--- src/rtl/tri_pwm_deadtime.sv ---
// Centre-aligned complementary PWM with dead-time insertion.
// Duty setpoint is double-buffered and applied at the triangle valley.
module tri_pwm_deadtime #(
  parameter int CNT_W       = 4,
  parameter int DEAD_CYCLES = 2
) (
  input  logic             clock,
  input  logic             reset,
  input  logic             enable,
  input  logic [CNT_W-1:0] cnt,
  input  logic [CNT_W-1:0] duty_in,
  input  logic             duty_wr,
  output logic             pwm_h,
  output logic             pwm_l,
  output logic             period_start,
  output logic             duty_ack,
  output logic [CNT_W-1:0] duty_active
);

  localparam int DW = 4;
  localparam logic [DW-1:0] DEAD_LAST = DW'(DEAD_CYCLES - 1);

  typedef enum logic [1:0] {
    IDLE,
    H_ON,
    L_ON,
    DEAD
  } state_t;

  state_t           state, state_d;
  logic [DW-1:0]    dead_cnt, dead_d;
  logic [CNT_W-1:0] cnt_prev;
  logic [CNT_W-1:0] pending;
  logic             pending_valid;
  logic             raw_q;
  logic             valley;

  assign valley = (cnt == '0) && (cnt_prev != '0);

  always_ff @(posedge clock or posedge reset) begin
    if (reset) begin
      cnt_prev      <= '1;
      pending       <= '0;
      pending_valid <= 1'b0;
      duty_active   <= '0;
      period_start  <= 1'b0;
      duty_ack      <= 1'b0;
      raw_q         <= 1'b0;
    end else begin
      cnt_prev     <= cnt;
      period_start <= valley;
      duty_ack     <= valley && pending_valid;
      raw_q        <= enable && (cnt < duty_active);
      if (valley && pending_valid) begin
        duty_active   <= pending;
        pending_valid <= 1'b0;
      end
      // A write on the valley cycle is held for the next period
      if (duty_wr) begin
        pending       <= duty_in;
        pending_valid <= 1'b1;
      end
    end
  end

  always_comb begin
    state_d = state;
    dead_d  = dead_cnt;
    if (!enable) begin
      state_d = IDLE;
      dead_d  = '0;
    end else begin
      unique case (state)
        IDLE: begin
          state_d = DEAD;
          dead_d  = '0;
        end
        H_ON: begin
          if (!raw_q) begin
            state_d = DEAD;
            dead_d  = '0;
          end
        end
        L_ON: begin
          if (raw_q) begin
            state_d = DEAD;
            dead_d  = '0;
          end
        end
        DEAD: begin
          if (dead_cnt == DEAD_LAST) begin
            state_d = raw_q ? H_ON : L_ON;
            dead_d  = '0;
          end else begin
            dead_d = dead_cnt + 1'b1;
          end
        end
        default: begin
          state_d = IDLE;
          dead_d  = '0;
        end
      endcase
    end
  end

  always_ff @(posedge clock or posedge reset) begin
    if (reset) begin
      state    <= IDLE;
      dead_cnt <= '0;
      pwm_h    <= 1'b0;
      pwm_l    <= 1'b0;
    end else begin
      state    <= state_d;
      dead_cnt <= dead_d;
      pwm_h    <= (state_d == H_ON);
      pwm_l    <= (state_d == L_ON);
    end
  end

endmodule

--- config.mk ---
export PLATFORM = sky130hd
export DESIGN_NAME = tri_pwm_deadtime
export DESIGN_NICKNAME = d
export VERILOG_FILES = /design/src/rtl/tri_pwm_deadtime.sv
export SDC_FILE = /design/constraint.sdc
export NUM_CORES = 1
export LEC_CHECK = 0
export CAP_MARGIN = 5
export CELL_PAD_IN_SITES_DETAIL_PLACEMENT = 0
export CELL_PAD_IN_SITES_GLOBAL_PLACEMENT = 2
export CORE_UTILIZATION = 35
export CTS_BUF_LIST = sky130_fd_sc_hd__clkbuf_8
export DETAILED_ROUTE_END_ITERATION = 10
export PLACE_DENSITY_LB_ADDON = 0.1
export SLEW_MARGIN = 20
export SYNTH_ARGS = -nofsm -noshare
export SYNTH_HDL_FRONTEND = slang
export SYNTH_SLANG_ARGS = --single-unit
--- constraint.sdc ---
create_clock -name clock -period 2 [get_ports clock]
set_input_delay 0.2 -clock clock [delete_from_list [all_inputs] [get_ports clock]]
set_output_delay 0.2 -clock clock [all_outputs]
set_load 0.1 [all_outputs]
# Word level (Yosys, flattened, before mapping)
# Index checks and enable logic that the tools add are counted.
# totals
regBits,24
latch_bits,0
ram_bits,0
romBits,0
inputBits,12
out_inout_bits,8
word_cells,42
memories,0
# classes
addsub,1
mul,0
n_div,0
magnitude_cmp,1
eq_ne,8
shifts,0
muxes,13
bitwise_logic,0
n_reduce_logical,8
# op_table
op,n
two-way mux 4 bit,4
case mux 4 bit (4 select lines),1
two-way mux 2 bit,5
case mux 2 bit (4 select lines),1
"== test 2 bit, second input constant",3
"inequality test 3 bit, second input constant",2
"adder 4 x 1 -> 4 bit, second input constant",1
"== test 2 x 1 -> 1 bit, second input constant",2
"== test 4 x 1 -> 1 bit, second input constant",1
logical NOT 4 bit,1
less-than comparator 4 bit,1
nonzero test 4 bit,1
logical AND 1 bit,3
logical NOT 2 bit,1
two-way mux 1 bit,2
AND reduction 2 bit,1
nonzero test 2 bit,1

# Longest topological paths before layout
# logic_depth
ltp_word,5
ltp_mapped,6
mapped_depth_nobuf,6

# Worst setup path before layout
# Ideal clock, no wire load.
# synth_path
path_kind,reg2reg
startpoint,register duty_active[1]
endpoint,register raw_q
setup_time_ns,0.094
arrival_ns,1.809
t_required_ns,1.906
path_slack_ns,0.097
stages_incl_launch_ff,6
n_path_buf,0
synth_period_minus_slack_ns,1.903
path_cell_list,dfrtp_1 -> inv_1 -> ha_1 -> a21o_1 -> a21o_1 -> a211oi_1
# synth_between
elab_chain_len,2
# synth_rtl
element,line_no,text
from (decl),17,output logic [CNT_W-1:0] duty_active
from (signal assigned),55,duty_active <= pending;
less-than comparator 4 bit,53,raw_q <= enable && (cnt < duty_active);
logical AND 1 bit,53,
to (signal assigned),53,
to (decl),35,logic raw_q;
# Every way passes these cells.
# A chain may end at the register's enable or synchronous reset.

# Worst setup path in the final report
# layout_path
startpoint,register dead_cnt[0]
endpoint,register dead_cnt[3]
# layout_between
elab_chain_len,4
elab_cells_between_ends,5
cone_classes,add/sub (1); eq/ne (1); mux (3)
# layout_rtl
element,line_no,text
from (decl),31,"logic [DW-1:0] dead_cnt, dead_d;"
from (signal assigned),109,dead_cnt <= '0;
from (signal assigned),114,dead_cnt <= dead_d;
adder 4 x 1 -> 4 bit or == test 4 x 1 -> 1 bit (tied branches),"95, 91",
two-way mux 4 bit (*),91,if (dead_cnt == DEAD_LAST) begin
case mux 4 bit (4 select lines) (*),73,unique case (state)
two-way mux 4 bit (*),69,if (!enable) begin
# Every way passes the cells marked *; elsewhere a longest branch is shown, timed or not.

==> impl_metrics.json <==
{
  "fin_crit_sh": 0.852,
  "r2r_end": "dead_cnt[3]",
  "track_usage": 0.134,
  "synth_edf_count": 0,
  "fin_nets": 124,
  "synth_cell_types": 31,
  "via_count": 679,
  "via_per_inst": 4.96,
  "finalMaxSlewViolations": 0,
  "rsz0062_at_grt": "no",
  "grt_max_degree": 25,
  "final.min_clock_period_ns": 1.70,
  "placed_cells": 133,
  "synth.area.top_cells": "dfrtp_1 48%, dfstp_2 10%, ha_1 6.0%",
  "finalHoldViolations": 0,
  "ys_warn_count": 0,
  "fin_cells": 137,
  "synth_compound_area_frac": 0.0882,
  "ys.flop_type": "dfrtp_1",
  "syn_nets": 98,
  "grt_overflow": 0,
  "synth-async-reset-ratio": 1.00,
  "cp_max_fo": 6,
  "antenna_found_initial": 0,
  "drc": 2,
  "finalSetupViolations": 0,
  "hold_buffers": 0,
  "drt_pass1_iterations": 6,
  "area_growth_pct": 28.5,
  "path_class": "register to register",
  "tns_ns": 0,
  "ir_drop_mv": 0.605,
  "yosysTopAreaCell": "dfrtp_1",
  "r2r_setup_slack_ns": 0.30,
  "fillers": 266,
  "critPathLaunchType": "register",
  "synth_commonest_cells": "20 x dfrtp_1, 8 x inv_1, 5 x ha_1, 5 x nand2_1",
  "min_path_type": "input port to asynchronous set/reset pin",
  "cts_tree": "built",
  "relSlewSlack": 0.575,
  "gp_congestion": 0.802,
  "synth_top_family_by_area": "simple AND/OR/NAND/NOR gates",
  "fin_skew_ns": 0.00429,
  "die_width_um": 56.8,
  "synth_seq_cells": 24,
  "synth.most_common_cell": "dfrtp_1",
  "rr_worst_depth": 5,
  "synth-simple-area-share": 0.143,
  "cts_root_buf": "clkbuf_8",
  "endpoint_kind": "register",
  "required_ns": 2.15,
  "power_per_cell_area_nw_per_um2": 1040,
  "clk_pin_slew_ns": 0.09,
  "dieArea_sq_um": 3220,
  "synth_top_cell_area_share": 0.477,
  "p_leak_nw": 0.648,
  "muxShareOfSynthArea": 0.100,
  "coreArea_sq_um": 2810,
  "io_buffers": 19,
  "status": "complete, but fails checks",
  "wirelength_um": 1860,
  "avgSynthCellArea_sq_um": 13.0,
  "initial_core_util": 0.374,
  "routedWlPerCell_um": 13.6,
  "dp_hpwl_um": 1370,
  "clk_latency_ns": 0.26,
  "drt-initial-drc-count": 20,
  "drive_gt1_frac": 0.283,
  "worst_pin_slew_ns": 0.632,
  "first_global_vias": 707,
  "cts_buffers": 3,
  "r2r_start": "dead_cnt[0]",
  "syn-cell-area_sq_um": 1050,
  "rows": 19,
  "diodes": 0,
  "drtAntennaViolNets": 0,
  "fin_ws_ns": 0.295,
  "cts.sinks": 24,
  "ys_seq_area_frac": 0.577,
  "clockBufferDepth": 2,
  "cp.arrival_ns": 1.86,
  "synthCells": 81,
  "post-cts-setup-buffer-count": 0,
  "cts.htree.levels": 1,
  "cap_violations": 0,
  "synth_xor_xnor_area_share": 0,
  "die_y_um": 56.8,
  "grt_pass1_wl_um": 3220,
  "synthAdderAreaFrac": 0.0596,
  "ctsResizeCount": 0,
  "fmax_ghz": 0.587,
  "ios": 20,
  "violations": "design-rule violations",
  "pre_cts_ws_ns": 0.110
}
state kept, by name (all words and copies together) (netlist names), 2 cells and up:
signal and flops:
duty_active 4, cnt_prev 4, state 2, pending 4
dead_cnt 4
per-layer routing:
| metal | global-route usage | vias up | wire, um |
|---|---|---|---|
| met5 | 0 | - | 0 |
| met4 | 0.0732 | 0 | 17 |
| met3 | 0.0207 | 2 | 59 |
| met2 | 0.218 | 12 | 928 |
| met1 | 0.172 | 327 | 858 |
| li1 | - | 338 | - |
report_power, final:
| part | leakage (nW) | switching, W | internal [W] | total [W] |
|---|---|---|---|---|
| registers | 0.294 | 0.0000472 | 0.000538 | 0.000585 |
| logic | 0.319 | 0.000275 | 0.000130 | 0.000405 |
| clock network | 0.0357 | 0.000151 | 0.000267 | 0.000418 |
stage by stage:
step	area, sq um	utilization	hold WS, ns	total power (W)
3_5_place_dp	1280	0.455	0.498	0.00100
4_1_cts	1350	0.481	0.280	0.00143
2_1_floorplan	1050	-	0.204	0.000895
3_3_place_gp	1280	0.455	0.488	0.00100
6_report	1350	0.481	0.275	0.00141
5_1_grt	1350	0.481	0.325	0.00148
final cells by class:
class | instances | area [sq um] | area share
sequential | 24 | 606 | 0.449
multi-input combinational | 48 | 410 | 0.304
timing repair buffer | 22 | 193 | 0.143
clock buffer | 3 | 41.3 | 0.0306
tap | 31 | 38.8 | 0.0288
clock inverter | 1 | 30.0 | 0.0223
inverter | 8 | 30.0 | 0.0223
worst max-delay path, cell delays in order (launching register included):
cell,delay (ns)
dfrtp_1,0.45
ha_1,0.17
or3b_1,0.40
nand4_1,0.24
nor2_1,0.08
a211o_1,0.26
cells by family after synthesis:
kind of cell / count (synthesis)
buf+inv: 9
compound gates: 13
mux: 8
simple gates: 22
fa+ha+maj: 5
flops: 24
cell usage in the layout (no fill, tap or decap), types with 2 or more instances in the layout:
master	count
dfstp_2	4
buf_4	11
o21ai_0	3
and4_1	2
mux2_2	4
nand2_1	5
dfrtp_1	20
mux2_4	4
clkdlybuf4s50_1	11
nand2b_1	2
a21o_1	3
ha_1	5
nor3b_1	2
clkbuf_8	3
inv_1	8
worst max-delay path by stage:
| stage | to | slack, ns | startpoint |
|---|---|---|---|
| 3_3_place_gp | duty_active[3] | 0.13 | cnt[1] |
| 4_1_cts | dead_cnt[3] | 0.31 | dead_cnt[0] |
| 3_5_place_dp | duty_active[0] | 0.11 | cnt[0] |
| 2_1_floorplan | raw_q | 0.1 | duty_active[1] |
| 6_report | dead_cnt[3] | 0.30 | dead_cnt[0] |
| 5_1_grt | dead_cnt[3] | 0.19 | dead_cnt[0] |
Note: power is estimated with default switching activity, not from simulation.
